<file path="src/rtl/rca_pkg.sv">
// Shared constants, state encodings and sizing helpers for the
// multi-precision adder sequencer.
package rca_pkg;

    localparam int ADD_W = 64;

    typedef enum logic [1:0] {
        IDLE = 2'd0,
        RUN  = 2'd1,
        DONE = 2'd2
    } state_t;

    function automatic int word_count(input int width);
        return width / ADD_W;
    endfunction

endpackage

</file>
<file path="src/rtl/rca_mp_sequencer.sv">
// Multi-precision add/subtract sequencer: streams WIDTH-bit operands
// through one external 64-bit adder, one word per cycle, LSW first.
module rca_mp_sequencer
    import rca_pkg::*;
#(
    parameter int WIDTH = 256
) (
    input  logic             clk,
    input  logic             rst_n,
    input  logic             in_valid,
    output logic             in_ready,
    input  logic [WIDTH-1:0] in_A,
    input  logic [WIDTH-1:0] in_B,
    input  logic             in_C_in,
    input  logic             in_sub,
    output logic             out_valid,
    input  logic             out_ready,
    output logic [WIDTH-1:0] out_sum,
    output logic             out_C_out,
    output logic             busy,
    output logic [63:0]      add_A,
    output logic [63:0]      add_B,
    output logic             add_C_in,
    input  logic [63:0]      add_sum,
    input  logic             add_C_out
);

    localparam int NWORDS = word_count(WIDTH);
    localparam int IDX_W  = (NWORDS > 1) ? $clog2(NWORDS) : 1;

    if ((WIDTH % ADD_W) != 0 || WIDTH < ADD_W) begin : g_bad_width
        $error("rca_mp_sequencer: WIDTH must be a positive multiple of 64");
    end

    state_t state_q, state_d;

    logic [NWORDS-1:0][ADD_W-1:0] a_q;
    logic [NWORDS-1:0][ADD_W-1:0] b_q;
    logic [NWORDS-1:0][ADD_W-1:0] res_q;
    logic [IDX_W-1:0]             idx_q;
    logic                         c0_q;
    logic                         carry_q;
    logic                         accept;
    logic                         last;

    assign accept = in_valid && in_ready;
    assign last   = (idx_q == IDX_W'(NWORDS - 1));

    always_ff @(posedge clk or negedge rst_n) begin
        if (!rst_n) begin
            state_q <= IDLE;
        end else begin
            state_q <= state_d;
        end
    end

    always_comb begin
        state_d   = state_q;
        in_ready  = 1'b0;
        out_valid = 1'b0;
        busy      = 1'b0;
        add_A     = '0;
        add_B     = '0;
        add_C_in  = 1'b0;
        case (state_q)
            IDLE: begin
                in_ready = 1'b1;
                if (in_valid) begin
                    state_d = RUN;
                end
            end
            RUN: begin
                busy     = 1'b1;
                add_A    = a_q[idx_q];
                add_B    = b_q[idx_q];
                add_C_in = (idx_q == '0) ? c0_q : carry_q;
                if (last) begin
                    state_d = DONE;
                end
            end
            DONE: begin
                busy      = 1'b1;
                out_valid = 1'b1;
                if (out_ready) begin
                    state_d = IDLE;
                end
            end
            default: state_d = IDLE;
        endcase
    end

    // Subtraction is folded into the operand latch: B is inverted and
    // the first-word carry forced to 1, so RUN only ever adds.
    always_ff @(posedge clk or negedge rst_n) begin
        if (!rst_n) begin
            a_q     <= '0;
            b_q     <= '0;
            res_q   <= '0;
            idx_q   <= '0;
            c0_q    <= 1'b0;
            carry_q <= 1'b0;
        end else if (accept) begin
            a_q   <= in_A;
            b_q   <= in_sub ? ~in_B : in_B;
            c0_q  <= in_sub | in_C_in;
            idx_q <= '0;
        end else if (state_q == RUN) begin
            res_q[idx_q] <= add_sum;
            carry_q      <= add_C_out;
            if (!last) begin
                idx_q <= idx_q + 1'b1;
            end
        end
    end

    assign out_sum   = res_q;
    assign out_C_out = carry_q;

endmodule

</file>
<file path="config.mk">
export PLATFORM = sky130hd
export DESIGN_NAME = rca_mp_sequencer
export DESIGN_NICKNAME = d
export VERILOG_FILES = /design/src/rtl/rca_pkg.sv /design/src/rtl/rca_mp_sequencer.sv
export SDC_FILE = /design/constraint.sdc
export NUM_CORES = 1
export LEC_CHECK = 0
export CAP_MARGIN = 10
export CORE_AREA = 8 8 371 373
export DETAILED_ROUTE_END_ITERATION = 6
export DIE_AREA = 0 0 379 381
export DONT_BUFFER_PORTS = 1
export PLACE_DENSITY = 0.36
export SLEW_MARGIN = 20
export SYNTH_ARGS = -nofsm -noshare
export SYNTH_HDL_FRONTEND = slang
export SYNTH_SLANG_ARGS = --single-unit
</file>
<file path="constraint.sdc">
create_clock -name clk -period 4.2 [get_ports clk]
set_clock_uncertainty 0.15 [all_clocks]
set_input_delay 0.63 -clock clk [delete_from_list [all_inputs] [get_ports clk]]
set_output_delay 0.63 -clock clk [all_outputs]
set_load 0.05 [all_outputs]
</file>
==> summary.txt, run 1 <==
Status
  – Status: complete, no violations

Routing
  – Wire per inst: 23.6 µm
  – Drt total wl: 130000 µm
  – First-pass DRT Iterations: 5
  – Final ANT Viol Nets: 0
  – Detailed Route Iter0 Violations: 1285
  – Via count: 24.4k
  – DRC Markers: 0
  – Vias per std cell: 4.43

Floorplan
  – Die ar.: 144000 µm²
  – Io pins: 972
  – Starting Density: 0.261
  – Num rows: 134
  – Core Region: 132000 µm²
  – Die H: 381 µm
  – Die width: 379 µm

Power and ir drop
  – Worst VDD drop: 336 µV
  – PwrDens: 841 nW/µm²
  – Leakage power: 20.0 nW
  – Overall Power: 0.0386 W

Global route
  – Vias in the first global route: 27.2k
  – Largest net degree at the start of global routing: 775
  – Remaining global-route overflow: 0
  – Initial antenna violation count: 60
  – GRT Util Overall: 0.175
  – First-pass GRT wire length: 191000 µm

Critical path
  – CP peak stage delay: 0.93 ns
  – CP Data Arrival Time: 2.99 ns
  – CP required: 3.42 ns
  – Critical path cell sequence: buf_4 -> mux4_2 -> and2_1
  – Crit path kind: flip-flop to output port
  – CP startpoint kind: flip-flop
  – Worst Path Buf+Inv: 1
  – Crit path max-delay family: flip-flops
  – Critical path endpoint category: output port
  – CP max stage cell: dfrtp_4
  – Largest fanout on the critical path: 30

Synthesis
  – Syn nets: 3658
  – Top post-synthesis cells by count: nand2_1, dfrtp_1, mux2_2
  – Seq/Total Area, Yosys: 0.561
  – Cells after synthesis: 3067
  – Area leader, netlist: dfrtp_1
  – Number of synthesized flops with an enable pin: 0
  – Top-count cell post-synth: nand2_1
  – Mean Syn Cell Area: 11.3 µm²
  – Synth top area share: 0.561
  – Synth top area cells: dfrtp_1, nand2_1, mux2_2, mux4_2, xnor2_1
  – #FFs+latches synth: 774
  – Cell area after synthesis: 34500 µm²
  – Synth async-reset ratio: 1.00
  – Primary FF master, synth: dfrtp_1
  – Synth cell types: 18
  – Ys Warns: 0

Placed design
  – Hpwl dp: 93800 µm
  – Setup WS pre-CTS: 0.983 ns
  – Placer Congestion: 0.851
  – Port Buffers: 0

Clock tree
  – Post CTS Setup Buffer Count: 0
  – Hold-fix buffers, CTS: 618
  – CTS Root Buffer Type: clkbuf_16
  – CTS buffer count: 93
  – H-Tree Depth: 3
  – # clock sinks: 774
  – Resize count post-CTS: 0
  – Clk slew on worst S/H paths: 0.06 ns
  – CTS Buffer Depth: 3
  – Clock latency on the worst-skew pair: 0.68 ns
  – CTS tree: done

STA
  – Setup TNS: 0 ns
  – Rel. slew slack: 0.243
  – Fmax achieved: 0.265 GHz
  – Final Cycle Share: 0.898
  – Final WS setup: 0.429 ns
  – Final-report max-slew violation count: 0
  – Post-route minimum period: 3.77 ns
  – Final setup violation count: 0
  – Hold violation count in the final report: 0
  – Worst slew pin tran: 1.14 ns
  – RSZ-0062 raised after global routing: false
  – Hold WS: 0.0677 ns

Flow run
  – Number of max-cap violations: 0

Cells and area
  – Fill count: 13.4k
  – Seq. cell area: 19400 µm²
  – Share of layout cells above drive strength 1: 0.161
  – Final net count: 4213
  – Synth-to-layout area growth: 32.8%
  – Area of the multi-input gates: 14200 µm²

Min path
  – Hold crit path type: input port to flip-flop
[final timing paths]
check	from	end	slack, ns	cells after the start
setup / recovery	idx_q[0]	add_A[11]	0.43	3
hold / removal	in_B[129]	b_q[129]	0.07	2
setup reg to reg	state_q[0]	c0_q	1.07	6
hold reg to reg	a_q[244]	a_q[244]	0.32	2
max in group asynchronous	rst_n	out_sum[224]	0.99	5
min in group asynchronous	rst_n	b_q[252]	0.26	2
[kinds of logic after synthesis]
family	share of synthesized area
buffers and inverters	0.0293
multiplexers	0.168
XOR/XNOR	0.0652
AO/OA/AOI/OAI	0.0375
flip-flops	0.561
AND/OR/NAND/NOR	0.136
adder cells (fa/ha/maj)	0.00290
[power by group]
group | leakage, nW | switching, W | internal [W]
clock network | 1.50 | 0.00337 | 0.00462
registers | 9.41 | 0.00743 | 0.0110
logic | 9.05 | 0.00706 | 0.00509
[routing by layer]
metal / track usage / wire, µm / up-vias
met5: 0 / 92 / -
met1: 0.201 / 50000 / 12100
li1: - / - / 11300
met2: 0.295 / 63400 / 828
met3: 0.0631 / 11800 / 212
met4: 0.0719 / 4860 / 14
[cell usage in the layout (no fill, tap or decap)]
cell type / instances
mux2i_1: 2
clkinv_8: 2
dlygate4sd3_1: 619
dfrtp_1: 772
clkbuf_16: 93
dfrtp_4: 2
diode_2: 50
nand2_1: 1026
clkinv_16: 2
buf_16: 5
xnor2_1: 257
inv_1: 6
nand2_4: 5
a221oi_1: 1
inv_16: 2
and2_4: 1
mux2_2: 259
bufinv_16: 1
buf_4: 32
buf_12: 15
o21ai_0: 257
clkinv_4: 1
ha_1: 7
nor2_1: 2
and2_1: 128
inv_6: 3
clkinv_2: 15
ha_4: 1
mux4_2: 128
clkbuf_1: 20
clkbuf_8: 26
nor2b_1: 2
[area by class of cell]
type	count	area share
antenna	50	0.00273
clock buffer	139	0.0602
clock inverter	26	0.00595
inverter	6	0.000491
multi-input combinational	2076	0.310
sequential	774	0.423
tap	1768	0.0482
timing repair buffer	671	0.150
[sequential cells by signal (all words and copies together) (netlist names)]
name       cells
out_C_out      1
b_q          256
idx_q          2
state_q        2
a_q          256
c0_q           1
out_sum      256
[metrics by stage]
| step | cell area, µm² | instances | utilization |
|---|---|---|---|
| floorplan | 34500 | 3067 | - |
| global placement | 36300 | 4670 | 0.275 |
| detailed placement | 36300 | 4670 | 0.275 |
| CTS | 45600 | 5453 | 0.345 |
| global route | 45800 | 5504 | 0.347 |
| finish | 45900 | 5510 | 0.347 |
No activity file was read; power rests on OpenSTA's default activity.
==> inputs of run 2 (changes only) <==
--- a/config.mk
+++ b/config.mk
@@ -11,7 +11,7 @@
 export DIE_AREA = 0 0 379 381
 export DONT_BUFFER_PORTS = 1
 export PLACE_DENSITY = 0.36
-export SLEW_MARGIN = 20
+export SLEW_MARGIN = 40
 export SYNTH_ARGS = -nofsm -noshare
 export SYNTH_HDL_FRONTEND = slang
 export SYNTH_SLANG_ARGS = --single-unit
==> summary.txt, run 2 (synthesis results as in run 1) <==
Clock tree
  – H-Tree Depth: 3
  – Resize count post-CTS: 0
  – Post CTS Setup Buffer Count: 0
  – CTS Buffer Depth: 3
  – Clock latency on the worst-skew pair: 0.68 ns
  – CTS tree: done
  – CTS buffer count: 93
  – # clock sinks: 774
  – CTS Root Buffer Type: clkbuf_16
  – Clk slew on worst S/H paths: 0.05 ns

Power and ir drop
  – PwrDens: 847 nW/µm²
  – Worst VDD drop: 386 µV
  – Leakage power: 20.0 nW

Min path
  – Worst hold path startpoint: in_B[59]
  – Hold crit path type: input port to flip-flop
  – Hold path depth: 2
  – Worst Hold End: b_q[59]

Status
  – Status: complete, no violations

Routing
  – Detailed Route Iter0 Violations: 1228
  – Via count: 24.4k
  – Drt total wl: 130000 µm
  – Wire per inst: 23.7 µm
  – DRC Markers: 0
  – Vias per std cell: 4.45
  – First-pass DRT Iterations: 5
  – Final ANT Viol Nets: 0

Cells and area
  – Most common cell after layout, fill and taps aside: nand2_1
  – Finished Layout Cells: 5486
  – Share of layout cells above drive strength 1: 0.163
  – Most frequent cells in the layout: nand2_1, dfrtp_1, dlygate4sd3_1
  – Synth-to-layout area growth: 33.1%
  – Final net count: 4202
  – Final core occ: 0.348
  – Post-Layout Inst Area: 46000 µm²

STA
  – Final setup violation count: 0
  – RSZ-0062 raised after global routing: false
  – Final-report max-slew violation count: 0
  – Hold WS: 0.0597 ns
  – Hold violation count in the final report: 0
  – Post-route minimum period: 3.65 ns
  – Rel. slew slack: 0.428
  – Final Cycle Share: 0.869
  – Setup TNS: 0 ns
  – Worst slew pin tran: 0.858 ns
  – Fmax achieved: 0.274 GHz

Critical path
  – Largest fanout on the critical path: 17
  – CP startpoint kind: flip-flop
  – CP required: 3.42 ns
  – Crit path kind: flip-flop to output port
  – FF-to-FF End: out_sum[179]
  – Worst-case reg-to-reg path depth: 6
  – RR Startpoint: idx_q[0]
  – Critical path endpoint category: output port
  – R2R setup slack: 1.36 ns
  – CP Data Arrival Time: 2.87 ns

Global route
  – GRT Util Overall: 0.175
  – Vias in the first global route: 27.0k
  – Initial antenna violation count: 42
  – Largest net degree at the start of global routing: 258
  – Remaining global-route overflow: 0
  – First-pass GRT wire length: 191000 µm

Placed design
  – Placed cell area: 36500 µm²
  – Placed Cells: 4677
  – Placer Congestion: 0.851
  – Hpwl dp: 95600 µm
  – Port Buffers: 0

Floorplan
  – Core Region: 132000 µm²
  – Num rows: 134
  – Die H: 381 µm
  – Starting Density: 0.261
  – Die width: 379 µm
  – Die ar.: 144000 µm²
  – Io pins: 972

Flow run
  – Number of max-cap violations: 0
run 2: changes by cell type in the layout (fill, tap and decap cells not counted), moves of 2 or more:
cell | before | now
clkinv_2 | 15 | 10
buf_4 | 32 | 30
clkinv_16 | 2 | 6
clkinv_8 | 2 | 0
dlygate4sd3_1 | 619 | 604
diode_2 | 50 | 38
buf_6 | 0 | 2
clkbuf_1 | 20 | 18
inv_16 | 2 | 0
buf_16 | 5 | 9
bufinv_16 | 1 | 6
run 2: repair_timing:
item                                    4_1_cts  5_1_grt
hold buffers                                605        0
hold endpoints to repair                   1024        0
endpoints found under the setup margin        0        0
run 2: worst max path at each step:
stage               depth (start not counted)      from       end  slack, ns
global placement                            3  idx_q[0]  add_A[9]       1.01
floorplan                                   6  idx_q[1]  add_C_in       1.46
finish                                      4  idx_q[0]  add_A[8]       0.55
CTS                                         4  idx_q[0]  add_A[8]       0.38
global route                                4  idx_q[0]  add_A[8]       0.33
detailed placement                          4  idx_q[0]  add_A[8]       1.18
run 2: stage by stage:
step | worst slack [ns] | power (W)
2_1_floorplan | 1.46 | 0.0265
4_1_cts | 0.377 | 0.0397
6_report | 0.550 | 0.0389
3_3_place_gp | 1.01 | 0.0300
3_5_place_dp | 1.18 | 0.0305
5_1_grt | 0.331 | 0.0412
run 2: cell type report:
type,instances,area (µm²)
timing repair buffer,660,6840
clock buffer,137,2750
sequential,774,19400
inverter,6,22.5
antenna,38,95.1
clock inverter,27,453
fill,13400,86100
multi-input combinational,2076,14200
tap,1768,2210
run 2: routing by layer:
metal | GRT usage | vias up | wire (µm)
met5 | 0 | - | 68
met4 | 0.0570 | 10 | 3820
met3 | 0.0568 | 179 | 10500
met2 | 0.303 | 778 | 64800
met1 | 0.204 | 12200 | 50600
li1 | - | 11200 | -
run 2: critical path, stage by stage (launching register included):
cell and delay, ns:
dfrtp_4 0.64, buf_12 0.25, buf_4 0.32, mux4_2 0.57, and2_1 0.35
run 2: where the power goes:
group,total [W],switching [W],internal (W)
sequential,0.0184,0.00736,0.0110
clock,0.00834,0.00340,0.00494
combinational,0.0122,0.00710,0.00510
total,0.0389,0.0179,0.0211
